==> config.mk <==
export PLATFORM = sky130hd
export DESIGN_NAME = q31_to_fp32_pipe
export DESIGN_NICKNAME = d
export VERILOG_FILES = /design/src/rtl/q31_fp32_pkg.sv /design/src/rtl/lzd_32bit.sv /design/src/rtl/q31_to_fp32_pipe.sv
export SDC_FILE = /design/constraint.sdc
export NUM_CORES = 1
export LEC_CHECK = 0
export CAP_MARGIN = 20
export CORE_MARGIN = 2
export CORE_UTILIZATION = 50
export CTS_CLUSTER_DIAMETER = 40
export DETAILED_ROUTE_END_ITERATION = 12
export GPL_TIMING_DRIVEN = 1
export HOLD_SLACK_MARGIN = 0.12
export PLACE_DENSITY = 0.81
export SLEW_MARGIN = 20
export SYNTH_ARGS = -nofsm -noshare
export SYNTH_HDL_FRONTEND = slang
export SYNTH_HIERARCHICAL = 1
export SYNTH_SLANG_ARGS = --single-unit
==> constraint.sdc <==
create_clock -name clk -period 4 [get_ports clk]
set_clock_uncertainty 0.15 [all_clocks]
set_input_delay 0.6 -clock clk [delete_from_list [all_inputs] [get_ports clk]]
set_output_delay 0.6 -clock clk [all_outputs]
set_load 0.01 [all_outputs]
==> src/rtl/q31_fp32_pkg.sv <==
// Shared constants for the Q1.31 to binary32 converter.
`timescale 1ns/1ps
package q31_fp32_pkg;
    localparam int Q_W     = 32;
    localparam int MANT_W  = 23;
    localparam int EXP_W   = 8;
    localparam int FP_BIAS = 127;
    localparam int LZD_W   = 6;

    // Mantissa rounding selection
    typedef enum logic {
        RND_TRUNC        = 1'b0,
        RND_NEAREST_EVEN = 1'b1
    } round_sel_e;
endpackage

==> src/rtl/lzd_32bit.sv <==
// Leading-zero detectors: a 16-bit priority encoder and a 32-bit detector
// built from two of them. Both are purely combinational.
`timescale 1ns/1ps
module lzd_16bit (
    input  logic [15:0] i_data,
    output logic [4:0]  o_lzd,
    output logic        o_zero
);
    // Highest set bit wins; an all-zero input reports 16
    always_comb begin
        o_lzd = 5'd16;
        for (int i = 0; i < 16; i++) begin
            if (i_data[i]) o_lzd = 5'(15 - i);
        end
    end

    assign o_zero = ~|i_data;
endmodule

module lzd_32bit import q31_fp32_pkg::*; (
    input  logic [Q_W-1:0]   i_data,
    output logic [LZD_W-1:0] o_lzd,
    output logic             o_all_zero
);
    logic [4:0] w_hi_lzd;
    logic [4:0] w_lo_lzd;
    logic       w_hi_zero;
    logic       w_lo_zero;

    lzd_16bit u_hi (
        .i_data (i_data[31:16]),
        .o_lzd  (w_hi_lzd),
        .o_zero (w_hi_zero)
    );

    lzd_16bit u_lo (
        .i_data (i_data[15:0]),
        .o_lzd  (w_lo_lzd),
        .o_zero (w_lo_zero)
    );

    // Low half reports 16 when empty, so an all-zero word yields 32
    assign o_lzd      = w_hi_zero ? (6'd16 + {1'b0, w_lo_lzd}) : {1'b0, w_hi_lzd};
    assign o_all_zero = w_hi_zero & w_lo_zero;
endmodule

==> src/rtl/q31_to_fp32_pipe.sv <==
// Three-stage Q1.31 to IEEE-754 binary32 converter with valid/ready on both
// sides: S1 sign/magnitude, S2 normalise, S3 round and pack.
`timescale 1ns/1ps
module q31_to_fp32_pipe import q31_fp32_pkg::*; #(
    parameter bit ROUND_EN = 1'b1
) (
    input  logic           clk,
    input  logic           rst_n,
    input  logic           in_valid,
    output logic           in_ready,
    input  logic [Q_W-1:0] in_data,
    output logic           out_valid,
    input  logic           out_ready,
    output logic [Q_W-1:0] out_data,
    output logic           busy
);
    localparam round_sel_e ROUND_SEL = ROUND_EN ? RND_NEAREST_EVEN : RND_TRUNC;

    logic             r_v1, r_v2, r_v3;
    logic             r_s1, r_s2, r_z2;
    logic [Q_W-1:0]   r_m1;
    logic [30:0]      r_n2;
    logic [LZD_W-1:0] r_lzd2;
    logic [Q_W-1:0]   r_out;

    logic             w_load1, w_load2, w_load3;
    logic             w_adv1, w_adv2;
    logic [Q_W-1:0]   w_mag;
    logic [LZD_W-1:0] w_lzd;
    logic             w_zero;
    logic [30:0]      w_norm;
    logic [MANT_W-1:0] w_mant_t;
    logic             w_guard, w_sticky, w_inc;
    logic [MANT_W:0]  w_mant_sum;
    logic [EXP_W-1:0] w_exp;
    logic [Q_W-1:0]   w_packed;

    // Backpressure chain: a stage may load when empty or when its content moves on
    assign w_load3  = ~r_v3 | out_ready;
    assign w_adv2   = r_v2 & w_load3;
    assign w_load2  = ~r_v2 | w_adv2;
    assign w_adv1   = r_v1 & w_load2;
    assign w_load1  = ~r_v1 | w_adv1;
    assign in_ready = w_load1;

    // Two's-complement negate; -1.0 wraps to 0x80000000, the correct magnitude
    assign w_mag = in_data[Q_W-1] ? (~in_data + 32'd1) : in_data;

    lzd_32bit u_lzd (
        .i_data     (r_m1),
        .o_lzd      (w_lzd),
        .o_all_zero (w_zero)
    );

    // Bit 31 of the normalised value is the implicit one and is not kept
    assign w_norm = 31'(r_m1 << w_lzd);

    assign w_mant_t   = r_n2[30:8];
    assign w_guard    = r_n2[7];
    assign w_sticky   = |r_n2[6:0];
    assign w_inc      = (ROUND_SEL == RND_NEAREST_EVEN) & w_guard & (w_sticky | r_n2[8]);
    assign w_mant_sum = {1'b0, w_mant_t} + {{MANT_W{1'b0}}, w_inc};
    // A mantissa carry-out leaves the low bits at zero and bumps the exponent
    assign w_exp      = EXP_W'(FP_BIAS) - {2'b00, r_lzd2}
                      + {{(EXP_W-1){1'b0}}, w_mant_sum[MANT_W]};
    assign w_packed   = r_z2 ? '0 : {r_s2, w_exp, w_mant_sum[MANT_W-1:0]};

    // S1: capture sign and magnitude of the accepted sample
    always_ff @(posedge clk or negedge rst_n) begin
        if (!rst_n) begin
            r_v1 <= 1'b0;
            r_s1 <= 1'b0;
            r_m1 <= '0;
        end else if (w_load1) begin
            r_v1 <= in_valid;
            if (in_valid) begin
                r_s1 <= in_data[Q_W-1];
                r_m1 <= w_mag;
            end
        end
    end

    // S2: normalise the magnitude using the leading-zero count
    always_ff @(posedge clk or negedge rst_n) begin
        if (!rst_n) begin
            r_v2   <= 1'b0;
            r_s2   <= 1'b0;
            r_z2   <= 1'b0;
            r_n2   <= '0;
            r_lzd2 <= '0;
        end else if (w_load2) begin
            r_v2 <= r_v1;
            if (r_v1) begin
                r_s2   <= r_s1;
                r_z2   <= w_zero;
                r_n2   <= w_norm;
                r_lzd2 <= w_lzd;
            end
        end
    end

    // S3: hold the packed result; frozen while the consumer stalls
    always_ff @(posedge clk or negedge rst_n) begin
        if (!rst_n) begin
            r_v3  <= 1'b0;
            r_out <= '0;
        end else if (w_load3) begin
            r_v3 <= r_v2;
            if (r_v2) r_out <= w_packed;
        end
    end

    assign out_valid = r_v3;
    assign out_data  = r_out;
    assign busy      = r_v1 | r_v2 | r_v3;
endmodule

Word-level counts from Yosys, hierarchy flattened
Index checks and enable logic that the tools add are counted.
{ "totals": {"register_bits": 107, "in_bits": 36, "output_inout_bits": 35, "elab_cells": 73} }
{ "op_classes": {"n_addsub": 5, "shift": 1, "n_mux": 35, "n_bitwise": 14, "n_reduce_logical": 8} }
{ "ops": {"columns": ["cell", "count"], "rows": [
  ["5-bit two-way mux", 32],
  ["32-bit two-way mux", 2],
  ["32-bit by 1-bit adder with 32-bit output, second input constant", 1],
  ["32-bit NOT", 1],
  ["16-bit OR reduction", 2],
  ["32-bit by 6-bit << shifter with 31-bit output", 1],
  ["23-bit by 1-bit adder with 24-bit output", 1],
  ["8-bit by 1-bit adder with 8-bit output", 1],
  ["7-bit by 6-bit subtractor with 8-bit output, first input constant", 1],
  ["7-bit OR reduction", 1],
  ["5-bit by 5-bit adder with 6-bit output, first input constant", 1],
  ["6-bit two-way mux", 1],
  ["1-bit bitwise OR", 6],
  ["2-bit AND reduction", 3],
  ["1-bit bitwise AND", 4],
  ["1-bit NOT", 3],
  ["1-bit zero test", 2]
]} }

Longest topological paths before layout
{ "depth": {"word_depth": 19, "mapped_depth": 13} }

Hierarchy
The synthesis kept the hierarchy.
{ "by_module_without_submodules": {"columns": ["mod", "instances", "cells_per_inst", "area_each_um2", "seq_area_each_um2"], "rows": [
  ["q31_to_fp32_pipe", 1, 685, 6627.6, 2677.6],
  ["lzd_16bit", 2, 33, 206.4, 0.0],
  ["lzd_32bit", 1, 9, 100.1, 0.0]
]} }

Least setup slack after synthesis
Ideal clock, no wire load.
{ "synth_timing": {"path_kind": "register -> register", "start": "register r_m1[19]", "end": "register r_n2[27]", "setup_ns": 0.131, "arrival_time_ns": 2.866, "required_ns": 3.719, "slack_ns": 0.852, "stages_incl_launch_ff": 13, "n_path_buf": 3, "cell_sequence": "dfrtp_1 nor4_2 nand2_1 nor2_1 buf_6 mux2_4 buf_2 inv_1 buf_1 mux2i_1 mux2_2 nor2_1 or3_1"} }
{ "synth_between": {"elab_chain_cells": 15, "word_cells_on_any_way": 16, "classes_between": "shift: 1; mux: 14; reduce/logical: 1"} }
{ "synth_rtl": {"columns": ["item", "line_no", "text"], "rows": [
  ["start, declared", "q31_to_fp32_pipe.sv:21", "logic [Q_W-1:0] r_m1;"],
  ["start signal, assigned", "q31_to_fp32_pipe.sv:78", "r_m1 <= w_mag;"],
  ["5-bit two-way mux (13 in a row)", "lzd_32bit.sv:13", "if (i_data[i]) o_lzd = 5'(15 - i);"],
  ["6-bit two-way mux (*)", "lzd_32bit.sv:43", "assign o_lzd = w_hi_zero ? (6'd16 + {1'b0, w_lo_lzd}) : {1'b0, w_hi_lzd};"],
  ["via w_lzd[2]", "q31_to_fp32_pipe.sv:29", "logic [LZD_W-1:0] w_lzd;"],
  ["32-bit by 6-bit << shifter with 31-bit output (*)", "q31_to_fp32_pipe.sv:56", "assign w_norm = 31'(r_m1 << w_lzd);"],
  ["end signal, assigned", "q31_to_fp32_pipe.sv:96", "r_n2 <= w_norm;"],
  ["end, declared", "q31_to_fp32_pipe.sv:22", "logic [30:0] r_n2;"]
]} }
Mark *: on every way through the listed nets, which the timed path passes. The rest lies on a longest branch.
A chain may end at the register's enable or synchronous reset.

Final worst setup path
Ends and elaborated chain as after synthesis.

==> run summary <==
The clock edge transition at the registers on the reported setup and hold paths is around 0.080 ns. The relative max-transition margin is 40.8%. The first detailed-routing pass took 5 iterations.

The fraction of final layout cells sized beyond drive strength 1 is between 10 and 15%. The number of endpoints failing setup at the final stage is 0. In the final design database the tool counted between 800 and 900 nets.

Measured along the y axis, the die boundary spans about 120 um. The half-perimeter wire length of the detailed placement result came out at around 13 mm. The full die area came out at roughly 15,000 um^2.

STA classifies the critical path startpoint as a flip-flop. The startpoint identified for the worst register-to-register timing path is r_m1[19]$_DFFE_PN0P_. The synthesized flop and latch total came out at between 100 and 150.

The filler cells instantiated in the layout total 1,195. The sequential cell area fraction in the yosys report is a little under two fifths. The global-route wire length before repair is about 28 mm. Routability-driven placement finished with a final weighted congestion of 0.970. The share of total power dissipated in the clock network is between 15 and 20%. The number of antenna violations at the first check in global routing was 0. The via density per instance came out at around 6.0.

In this run, the number of DRC markers left after iteration 0 of detailed routing was between 400 and 500. CTS saw between 100 and 150 sinks. In the synthesized netlist the dominant register cell turns out to be dfrtp_1.

The clock reaches the later pin of the worst-skew pair after roughly 0.36 ns. The count of buffers added by post-CTS timing repair for setup came out at 0. The die is approximately 120 um wide.

The number of top-level pins is 71. The sort of element at the end of the critical path is a flip-flop. The final critical-path setup slack came out at around 0.42 ns. The number of library cell types mapped by synthesis is 62.

The leakage power figure came out at around 3.3 nW. The highest net fanout along the worst path is 31. The netlist area before placement is just over 7000 um^2. The power density over the cells came out at roughly 560 nW/um^2. For the final routed database, the setup TNS stands at 0 ns. The worst setup path is of the flip-flop to flip-flop kind. The async set-reset flop share out of synthesis is 100%. The actual transition at the worst max-transition pin came out at 0.885 ns. When the netlist entered floorplanning its net count stood at 800. The number of enable-type register cells in the synthesized netlist came out at 0. The final antenna diode count came out at 0.

The library cell used most frequently in the layout, excluding fill and tap cells, is dfrtp_1. CTS placed an instance of clkbuf_16 at the clock tree root. The share of the cycle needed by the critical path after routing is about 90%.

Buffers inserted during clock tree synthesis total 9. Across the VDD grid, the largest voltage drop is 0.232 mV. TritonCTS built the clock tree.

The worst setup timing slack at the placement stage came out at about 0.48 ns. The worst hold path belongs to the class primary input to async pin. The final count of pins violating max slew came out at 0. The switching fraction of total power came out at a little under two fifths.

The largest net degree at the start of global routing is slightly above 60. The synthesized instance count is 760. Setup repair after global routing left no endpoint under its margin. The total of warnings raised by yosys is 6.

The layout overhead on the synthesized area came out at 15.8%. The via count of the first global-routing pass came out at ~5,600. The total global routing track utilization came out at about a quarter. The number of nets still failing antenna checks after routing came out at 0. Combinational cells account for roughly two fifths of the total power.

The required time at the worst-slack endpoint came out at 4.10 ns. Leaving out fill and tap cells, the most frequent cells in the layout are 107 x dfrtp_1, 106 x nand2_1, 70 x o21ai_0. After detailed routing, the number of remaining DRC violations is 0. The core region is about 14,000 um^2. The wire length per cell is approximately 17 um. Global routing finished with a remaining overflow of 0. The initial standard-cell utilization of the core came out at between 50 and 60%.

The critical path data arrival time came out at 3.68 ns. The number of buffers on the longest clock path is 2. In this run the power spent charging and discharging nets is 0.00177 W.

The number of hold-repair buffers added at the cts stage came out at 0. The part of the power in registers is 39.1%. The final-report hold violation count is 0.

The number of cell rows came out at 43. The most critical setup path has its startpoint at r_m1[19]$_DFFE_PN0P_. The via count came out at about 6,000. The maximum clock frequency is 279 MHz.

The max-capacitance violation count is 0. Port buffering added 70 buffers. The final critical path time including I/O delays and setup is about 3.6 ns. The synthesized area per cell is 9.40 um^2. The flow ran to the end, and the final reports show no timing, DRC or antenna violations.

The cell-internal power is between 0.002 and 0.003 W. The H-tree depth came out at 3. The total of cells resized after clock tree synthesis is 0. The post-detailed-routing wire length is around 17 mm.
## path summary, 6_finish.rpt
path	end	slack [ns]	cells after the start
max in group asynchronous	r_n2[16]$_DFFE_PN0P_	2.71	2
min reg2reg	out_data[24]$_DFFE_PN0P_	0.33	2
max reg2reg	r_n2[27]$_DFFE_PN0P_	0.42	9
min	out_data[22]$_DFFE_PN0P_	0.17	1
min in group clk	out_data[24]$_DFFE_PN0P_	0.33	2
max	r_n2[27]$_DFFE_PN0P_	0.42	9
## final cells by class
| type | instances | area, um^2 | share of cell area, % |
|---|---|---|---|
| clock buffer | 9 | 225 | 2.72 |
| clock inverter | 7 | 75.1 | 0.908 |
| inverter | 23 | 86.3 | 1.04 |
| multi-input combinational | 584 | 4180 | 50.6 |
| sequential | 107 | 2680 | 32.4 |
| tap | 180 | 225 | 2.72 |
| timing repair buffer | 83 | 796 | 9.63 |
## worst max-delay path, cell delays in order, from the launching register on
cell      delay (ns)
dfrtp_1         0.48
nor4_2          0.38
nand2_1         0.12
nor2_1          0.17
buf_4           0.16
mux2_4          0.42
clkinv_1        0.52
o21ai_0         0.57
o22ai_1         0.12
or3_1           0.38
## layer usage
metal,global-route usage [%],share of wire [%],vias up
li1,-,-,2893
met1,31.9,46,2815
met2,39.9,49,192
met3,3.55,4.1,20
met4,7.74,1.6,0
met5,0,0,-
## power by group through the flow
| stage | Sequential [W] | Clock, W | Combinational (W) |
|---|---|---|---|
| 5_1_grt | 0.00188 | 0.000971 | 0.00210 |
| 6_report | 0.00183 | 0.000923 | 0.00192 |
| 3_5_place_dp | 0.00184 | 0 | 0.00190 |
| 4_1_cts | 0.00182 | 0.000937 | 0.00191 |
| 3_3_place_gp | 0.00182 | 0 | 0.00188 |
| 2_1_floorplan | 0.00178 | 0 | 0.00124 |
## cells by family after synthesis
group / after synthesis / synth area share [%]
AND/OR/NAND/NOR: 257 / 18.2
AO/OA/AOI/OAI: 187 / 17.9
flip-flops: 107 / 37.5
multiplexers: 82 / 15.1
buffers and inverters: 69 / 3.94
XOR/XNOR: 54 / 6.62
adder cells (fa/ha/maj): 4 / 0.701
## sequential cells by signal, summed over array words and instances (netlist names)
name / flops
r_m1: 32
r_s1: 1
r_lzd2: 6
r_n2: 31
r_v2: 1
out_data: 32
r_v1: 1
out_valid: 1
r_s2: 1
r_z2: 1
## metrics by stage
step                std cells  total power [W]  area, um^2  hold WS [ns]  util [%]
floorplan                 760          0.00302        7140         0.154         -
global placement          977          0.00370        7970         0.310      57.2
detailed placement        977          0.00375        7970         0.318      57.2
CTS                       993          0.00467        8270         0.194      59.3
global route              993          0.00495        8270         0.231      59.3
finish                    993          0.00467        8270         0.172      59.3
## synthesized netlist by cell type, types with 11 or more instances
| cell type | instances | area [um^2] |
|---|---|---|
| xnor2_1 | 24 | 210 |
| nand3_1 | 11 | 55.1 |
| xor2_1 | 30 | 263 |
| clkbuf_1 | 34 | 128 |
| a21oi_1 | 14 | 70.1 |
| mux2_2 | 21 | 236 |
| nand2_1 | 106 | 398 |
| o31ai_1 | 25 | 188 |
| mux2i_1 | 40 | 400 |
| nor3_1 | 20 | 100 |
| mux4_2 | 17 | 383 |
| nand2b_1 | 13 | 81.3 |
| dfrtp_1 | 107 | 2680 |
| nor2_1 | 45 | 169 |
| a22o_1 | 16 | 140 |
| o21ai_0 | 70 | 350 |
| inv_1 | 20 | 75.1 |
(Power assumes the default switching activity.)
